`src/rtl/hazard_ctrl.sv`:
```
`default_nettype none
// ============================================================================
// Module   : hazard_ctrl
// Purpose  : Pipeline hazard controller for a 5-stage RV32 core. Generates
//            stall/flush controls for the IF/ID, ID/EX, EX/MEM and MEM/WB
//            pipeline registers, selects EX-stage operand forwarding,
//            sequences multi-cycle data-memory waits with a timeout FSM and
//            keeps saturating stall/flush event counters for debug.
// Ports    :
//   CLK, RST                 clock (rising edge), async active-high reset
//   Rs1_D, Rs2_D             ID-stage source registers
//   Rs1_E, Rs2_E, Rd_E       EX-stage source/destination registers
//   ResultSrcE0, PCSrcE      EX instruction is a load / branch taken
//   Rd_M, RegWriteM          MEM-stage destination and write enable
//   MemReqM, MemReadyM       data-memory request / completion
//   Rd_W, RegWriteW          WB-stage destination and write enable
//   StallF/D/E/M             hold PC, IF/ID, ID/EX, EX/MEM
//   FlushD/E/W               clear IF/ID, ID/EX, MEM/WB
//   ForwardAE/BE             SrcA/SrcB select: 00 RF, 01 WB, 10 MEM
//   MemErr                   sticky memory timeout flag
//   StallCnt, FlushCnt       saturating event counters
// Revision : 1.0 - initial release
// ============================================================================
module hazard_ctrl #(
  parameter int TIMEOUT = 15,
  parameter int CNT_W   = 16
) (
  input  logic             CLK,
  input  logic             RST,
  input  logic [4:0]       Rs1_D,
  input  logic [4:0]       Rs2_D,
  input  logic [4:0]       Rs1_E,
  input  logic [4:0]       Rs2_E,
  input  logic [4:0]       Rd_E,
  input  logic             ResultSrcE0,
  input  logic             PCSrcE,
  input  logic [4:0]       Rd_M,
  input  logic             RegWriteM,
  input  logic             MemReqM,
  input  logic             MemReadyM,
  input  logic [4:0]       Rd_W,
  input  logic             RegWriteW,
  output logic             StallF,
  output logic             StallD,
  output logic             StallE,
  output logic             StallM,
  output logic             FlushD,
  output logic             FlushE,
  output logic             FlushW,
  output logic [1:0]       ForwardAE,
  output logic [1:0]       ForwardBE,
  output logic             MemErr,
  output logic [CNT_W-1:0] StallCnt,
  output logic [CNT_W-1:0] FlushCnt
);

  localparam logic [1:0] S_RUN  = 2'd0;
  localparam logic [1:0] S_WAIT = 2'd1;
  localparam logic [1:0] S_ERR  = 2'd2;

  localparam logic [7:0]       C_TIMEOUT = 8'(TIMEOUT);
  localparam logic [CNT_W-1:0] C_CNT_MAX = {CNT_W{1'b1}};

  logic [1:0]       state_q, state_d;
  logic [7:0]       wcnt_q, wcnt_d;
  logic [CNT_W-1:0] stall_cnt_q, stall_cnt_d;
  logic [CNT_W-1:0] flush_cnt_q, flush_cnt_d;

  logic       w_mem_wait;
  logic       w_lw_stall;
  logic [7:0] w_wcnt_inc;
  logic [1:0] w_fwd_a, w_fwd_b;
  logic       w_stall_f, w_stall_d, w_stall_e, w_stall_m;
  logic       w_flush_d, w_flush_e, w_flush_w, w_mem_err;

  assign w_mem_wait = MemReqM & ~MemReadyM;
  assign w_lw_stall = ResultSrcE0 & (Rd_E != 5'd0) &
                      ((Rd_E == Rs1_D) | (Rd_E == Rs2_D));
  assign w_wcnt_inc = wcnt_q + 8'd1;

  // MEM result is younger than WB, so it takes priority.
  always_comb begin
    w_fwd_a = 2'b00;
    if (RegWriteM && (Rd_M != 5'd0) && (Rd_M == Rs1_E))
      w_fwd_a = 2'b10;
    else if (RegWriteW && (Rd_W != 5'd0) && (Rd_W == Rs1_E))
      w_fwd_a = 2'b01;
  end

  always_comb begin
    w_fwd_b = 2'b00;
    if (RegWriteM && (Rd_M != 5'd0) && (Rd_M == Rs2_E))
      w_fwd_b = 2'b10;
    else if (RegWriteW && (Rd_W != 5'd0) && (Rd_W == Rs2_E))
      w_fwd_b = 2'b01;
  end

  always_comb begin
    state_d   = state_q;
    wcnt_d    = wcnt_q;
    w_stall_f = 1'b0;
    w_stall_d = 1'b0;
    w_stall_e = 1'b0;
    w_stall_m = 1'b0;
    w_flush_d = 1'b0;
    w_flush_e = 1'b0;
    w_flush_w = 1'b0;
    w_mem_err = 1'b0;
    case (state_q)
      S_RUN, S_WAIT: begin
        if (w_mem_wait) begin
          // Freeze the whole front of the pipe and bubble WB; a taken
          // branch in EX stays held until memory completes.
          w_stall_f = 1'b1;
          w_stall_d = 1'b1;
          w_stall_e = 1'b1;
          w_stall_m = 1'b1;
          w_flush_w = 1'b1;
          // The first wait cycle (seen in RUN) already counts as one.
          wcnt_d    = (state_q == S_RUN) ? 8'd1 : w_wcnt_inc;
          if (wcnt_d >= C_TIMEOUT)
            state_d = S_ERR;
          else
            state_d = S_WAIT;
        end else begin
          state_d = S_RUN;
          wcnt_d  = 8'd0;
          if (PCSrcE) begin
            w_flush_d = 1'b1;
            w_flush_e = 1'b1;
          end else if (w_lw_stall) begin
            w_stall_f = 1'b1;
            w_stall_d = 1'b1;
            w_flush_e = 1'b1;
          end
        end
      end
      S_ERR: begin
        // Terminal until reset; memory readiness no longer matters.
        w_stall_f = 1'b1;
        w_stall_d = 1'b1;
        w_stall_e = 1'b1;
        w_stall_m = 1'b1;
        w_flush_w = 1'b1;
        w_mem_err = 1'b1;
      end
      default: begin
        state_d = S_RUN;
        wcnt_d  = 8'd0;
      end
    endcase
  end

  always_comb begin
    stall_cnt_d = stall_cnt_q;
    flush_cnt_d = flush_cnt_q;
    if (w_stall_f && (stall_cnt_q != C_CNT_MAX))
      stall_cnt_d = stall_cnt_q + 1'b1;
    if (w_flush_e && (flush_cnt_q != C_CNT_MAX))
      flush_cnt_d = flush_cnt_q + 1'b1;
  end

  always_ff @(posedge CLK or posedge RST) begin
    if (RST) begin
      state_q     <= S_RUN;
      wcnt_q      <= 8'd0;
      stall_cnt_q <= '0;
      flush_cnt_q <= '0;
    end else begin
      state_q     <= state_d;
      wcnt_q      <= wcnt_d;
      stall_cnt_q <= stall_cnt_d;
      flush_cnt_q <= flush_cnt_d;
    end
  end

  // Outputs are combinational from inputs, so reset must mask them directly
  // for them to drop immediately on an asynchronous reset.
  always_comb begin
    StallF    = w_stall_f & ~RST;
    StallD    = w_stall_d & ~RST;
    StallE    = w_stall_e & ~RST;
    StallM    = w_stall_m & ~RST;
    FlushD    = w_flush_d & ~RST;
    FlushE    = w_flush_e & ~RST;
    FlushW    = w_flush_w & ~RST;
    MemErr    = w_mem_err & ~RST;
    ForwardAE = RST ? 2'b00 : w_fwd_a;
    ForwardBE = RST ? 2'b00 : w_fwd_b;
  end

  assign StallCnt = stall_cnt_q;
  assign FlushCnt = flush_cnt_q;

endmodule
`default_nettype wire
```
`config.mk`:
```
export PLATFORM = sky130hd
export DESIGN_NAME = hazard_ctrl
export DESIGN_NICKNAME = d
export VERILOG_FILES = /design/src/rtl/hazard_ctrl.sv
export SDC_FILE = /design/constraint.sdc
export NUM_CORES = 1
export LEC_CHECK = 0
export CORE_MARGIN = 2
export CORE_UTILIZATION = 50
export CTS_CLUSTER_DIAMETER = 150
export CTS_CLUSTER_SIZE = 8
export DETAILED_ROUTE_END_ITERATION = 10
export PLACE_DENSITY = 0.86
export SYNTH_ARGS = -nofsm -noshare
export SYNTH_HDL_FRONTEND = slang
export SYNTH_SLANG_ARGS = --single-unit
```
`constraint.sdc`:
```
create_clock -name CLK -period 4.3 [get_ports CLK]
set_input_delay 0.645 -clock CLK [delete_from_list [all_inputs] [get_ports CLK]]
set_output_delay 0.645 -clock CLK [all_outputs]
set_load 0.02 [all_outputs]
```
* Word-level counts from Yosys, hierarchy flattened *
Cells that the tools add are included.

cells by class
  add/subtract/negate cells = 3
  $lt $le $gt $ge = 1
  eq/ne operators = 10
  muxes and demuxes = 25
  bitwise logic cells = 11
  reductions and logical operators = 13

operators by type and width
  operator               number
  $add 16x1->16 const B  2
  $ne 16x16->1 const B   2
  $eq 5x5->1             6
  $mux 8                 2
  $pmux 8 s2             1
  $reduce_bool 5->1      3
  $mux 1                 13
  $mux 2                 6
  $add 8x1->8 const B    1
  $and 1x1->1            8
  $ge 8x4->1 const B     1
  $logic_and 1x1->1      8
  $pmux 1 s2             2
  $pmux 2 s2             1
  $eq 2x1->1 const B     1
  $eq 2x2->1 const B     1
  $logic_not 2->1        1
  $not 1->1              2
  $reduce_or 2->1        1
  $or 1x1->1             1

word-level totals
  bits in registers = 42
  input bits = 43
  output and inout bits = 44
  word-level logic and storage cells = 67

* Logic depth before layout (Yosys ltp) *
  word-level depth = 8
  depth in mapped cells = 7
  depth with buffers taken out = 7

* Worst setup path before layout *
Ideal clock, no wire load.

  kind = input-to-output
  start point = input RST
  end point = output ForwardAE[0]
  arrival time = 2.947 ns
  data required time = 3.655 ns
  setup slack = 0.708 ns
  stages on the path = 4
  buffers on the path = 0
  cells stage by stage = inv_1 > o211ai_1 > or4_1 > nor4_1

on the way
  cells in the longest elaborated chain, start to end = 1

RTL lines
  what             RTL line  text
  start, declared  29        input logic RST,
  $mux 2           188       ForwardAE = RST ? 2'b00 : w_fwd_a;
  end, declared    50        output logic [1:0] ForwardAE,

No other way between the ends.

* Final worst setup path *
  start point = input Rd_M[1]
  end point = output ForwardBE[0]

on the way
  cells in the longest elaborated chain, start to end = 5
  elaborated cells on any way between the ends = 6
  those cells by class = eq/ne: 1; mux: 2; reduce/logical: 3

RTL lines
  what                 RTL line  text
  start, declared      37        input logic [4:0] Rd_M,
  $reduce_bool 5->1    92        if (RegWriteM && (Rd_M != 5'd0) && (Rd_M == Rs2_E))
  $logic_and 1x1->1    92
  $logic_and 1x1->1 *  92
  $mux 2 *             92
  $mux 2 *             189       ForwardBE = RST ? 2'b00 : w_fwd_b;
  end, declared        51        output logic [1:0] ForwardBE,

Every way passes the cells marked *; elsewhere a longest branch is shown, timed or not.

==> impl_summary.log <==
[metrics] PwrDens: approximately 330 mW/mm^2
[metrics] DRC marker count from the first detailed-route iteration: 120
[metrics] main combinational cell family by area after synthesis: simple AND/OR/NAND/NOR gates
[metrics] number of nets in the final layout: 408
[metrics] kind of start point of the critical path: input port
[metrics] root buffer cell: clkbuf_8
[metrics] minimum period implied by the final worst setup slack: 3.88 ns
[metrics] number of H-tree levels: 2
[metrics] final setup vio count: 0
[metrics] Area growth syn-to-layout: 39.2%
[metrics] Compound-Gate Fraction of Synth Area: 0.0732
[metrics] die height: about 76 um
[metrics] first-pass GRT wire length: around 11 mm
[metrics] aggregate negative setup slack: 0 ns
[metrics] part of the Yosys area used for sequential elements: 0.402
[metrics] net count after synthesis: 320
[metrics] cell repeated most along the worst path: clkdlybuf4s50_1
[metrics] remaining number of nets flagged by the antenna check after routing: 0
[metrics] antenna diode count: 0
[metrics] number of hold buffers added after cts: 0
[metrics] initial antenna violation count: 0
[metrics] number of setup buffers added after CTS: 0
[metrics] GRT Resource Usage Total: 0.226
[metrics] crit-path cells: clkdlybuf4s50_1 > or4_1 > o21ai_0 > nor3_1 > nor4_1 > clkdlybuf4s50_1
[metrics] total of max-cap violations: 0
[metrics] endpoint required time on the critical path: roughly 3.7 ns
[metrics] path type of the worst setup path: input port to primary output
[metrics] crit path max fanout: 4
[metrics] Most used DFF post-synth: dfrtp_1
[metrics] clock slew seen by the registers of the worst setup and hold paths: approximately 0.080 ns
[metrics] final setup slack of the worst path: approximately 0.42 ns
[metrics] status: finished clean
[metrics] maximum clock frequency: approximately 260 MHz
[metrics] overall via count from detail_route: about 2400
[metrics] FP Rows: 26
[metrics] number of placed I/O pins: between 80 and 90
[metrics] total of cells resized after clock tree synthesis: 0
[metrics] clk sink count: between 40 and 50
[metrics] area of the mapped netlist: 0.00261 mm^2
[metrics] fraction of registers with async set/reset: 1.00
[metrics] share of cell area taken by muxes after synthesis: 0.00862
[metrics] Syn. warnings: 0
[metrics] CTS Buf Count: 5
[metrics] First-pass DRT Iterations: 4
[metrics] number of buffers added on ports: 86
[metrics] count of state elements after synthesis: 42
[metrics] maximum buffer depth of the clock tree: 2
[metrics] dpl hpwl: 4.97 mm
[metrics] total routed wirelength: around 6.3 mm
[metrics] clock latency at the later pin of the worst-skew pair: just under 0.3 ns
[metrics] Post-Place Setup Slack: ~0.37 ns
[metrics] arithmetic-cell share of the synthesized area counting full adders, half adders and majority gates: 0.0144
[metrics] routed wirelength normalized by instance count: roughly 15 um
[metrics] Hold/Removal Path Class: register to register
[metrics] static power due to leakage: ~1.5 nW
[metrics] crit-path max cell delay: between 0.6 and 0.7 ns
[metrics] worst clock skew: ~0.0085 ns
[metrics] Simple-Gate Fraction of Synth Area: 0.272
[metrics] die area: ~0.0058 mm^2
[metrics] total grt overflow: 0
[metrics] VDD IR max: between 200 and 300 uV
[metrics] Synth Area per Inst: about 9.5 um^2
[metrics] initial standard-cell utilization of the core: 0.515
[metrics] final weighted congestion in routability-driven placement: approximately 0.9
[metrics] number of DRC violations after detailed routing: 0
[metrics] Post-Synth XOR/XNOR Area: 0.204
[metrics] largest net degree at the start of global routing: 45
[metrics] number of enable-type register cells in the synthesized netlist: 0
[metrics] share of cells above drive strength 1: 0.0608
[metrics] Placeable Area: roughly 0.0051 mm^2
[metrics] fraction of the cycle the final worst path needs: 0.903
[metrics] clock tree from TritonCTS: done
[metrics] crit path capture type: primary output
[metrics] unrepaired setup endpoints after global routing: false
[metrics] routed via count divided by cell count: approximately 5.5
[metrics] Chip Width: ~76 um
[metrics] crit path DAT: between 3 and 4 ns
[metrics] count of mapped cells out of synthesis: between 200 and 300
[metrics] number of global-route vias before repair: 2384
[metrics] number of unique standard cell types used by synthesis: 44
[metrics] Max stage delay cell, worst path: clkdlybuf4s50_1
[metrics] max-slew violation count: 0
[metrics] actual slew at the worst max-slew pin: 0.530 ns
[metrics] tightest slew margin relative to the limit: 0.644
[metrics] Final Hold Vio Count: 0
power by group:
part	internal, W	switching, W
logic	0.000185	0.000174
registers	0.000446	0.0000651
clock network	0.000186	0.000130
registers in the layout, indices dropped and copies added, names as in the netlist:
signal and flops:
FlushCnt 16, state_q 2, StallCnt 16, wcnt_q 8
synthesized netlist by cell type, types with 2 or more instances:
cell     count  area share
xor2_1      44        0.15
dfrtp_1     42        0.40
nand2_1     32       0.046
nand3_1     21       0.040
nor3_1      18       0.034
xnor2_1     17       0.057
nor2_1      15       0.022
o21ai_0     11       0.021
and3_1       6       0.014
nor4_1       6       0.014
or4_1        5       0.014
buf_4        4       0.011
inv_1        4      0.0057
nor3_2       4       0.015
o31ai_1      4       0.011
and4_1       3       0.010
ha_1         3       0.014
nor2b_1      3      0.0072
and2_1       2      0.0048
mux2_2       2      0.0086
nand4_1      2      0.0048
nor4b_2      2       0.011
o21a_1       2      0.0057
or3_1        2      0.0048
layout make-up:
type	count	area, um^2
multi-input cells	221	1500
fillers	416	1440
flip-flops and latches	42	1050
repair buffers	88	876
well taps	70	87.6
clock buffers	6	82.6
clock inverters	1	30.0
inverters	4	15.0
final timing paths:
kind                             startpoint           end  slack, ns  cells after the start
max in group asynchronous               RST   FlushCnt[2]       2.87                      3
worst min-delay path            FlushCnt[9]   FlushCnt[9]       0.49                      1
worst min register to register  FlushCnt[9]   FlushCnt[9]       0.49                      1
worst max-delay path                Rd_M[1]  ForwardBE[0]       0.42                      6
worst max register to register  StallCnt[5]   StallCnt[1]       2.09                      7
min in group asynchronous               RST     wcnt_q[7]       1.06                      3
critical path, delay by kind of cell:
| family | cells | cell delay (ns) |
|---|---|---|
| compound gates | 1 | 0.38 |
| buf+inv | 2 | 1.15 |
| simple gates | 3 | 1.06 |
logic make-up after synthesis:
family,after synthesis
mux,2
flops,42
fa+ha+maj,3
compound gates,27
buf+inv,11
simple gates,128
xor+xnor,61
placed cells by master (no fill, tap or decap), drive strengths merged, types with 2 or more instances in the layout:
cell type / instances
or3: 2
ha: 3
inv: 4
clkbuf: 6
nor4: 8
nor3: 22
buf: 2
xor2: 44
or4: 5
nand2: 32
and2: 2
dfrtp: 42
nor2: 15
nor3b: 2
o21a: 2
o21ai: 11
and4: 3
nor2b: 3
nand4: 2
clkdlybuf4s50: 86
nand3: 21
nor4b: 2
mux2: 2
o31ai: 4
xnor2: 17
and3: 6
stage by stage:
step | hold slack, ns | total power (W) | utilization | cell area [um^2] | cells
detailed placement | 0.479 | 0.000881 | 0.695 | 3530 | 425
finish | 0.487 | 0.00119 | 0.717 | 3640 | 432
global route | 0.510 | 0.00124 | 0.717 | 3640 | 432
CTS | 0.490 | 0.00120 | 0.717 | 3640 | 432
floorplan | 0.469 | 0.000688 | - | 2610 | 274
global placement | 0.470 | 0.000865 | 0.695 | 3530 | 425
routing by layer:
| layer | vias up | track usage | wire length [um] |
|---|---|---|---|
| met2 | 95 | 0.398 | 3210 |
| met4 | 0 | 0.0909 | 162 |
| met5 | - | 0 | 0 |
| li1 | 1136 | - | - |
| met1 | 1112 | 0.260 | 2490 |
| met3 | 17 | 0.0604 | 433 |
Power figures use the tool's default switching activity.
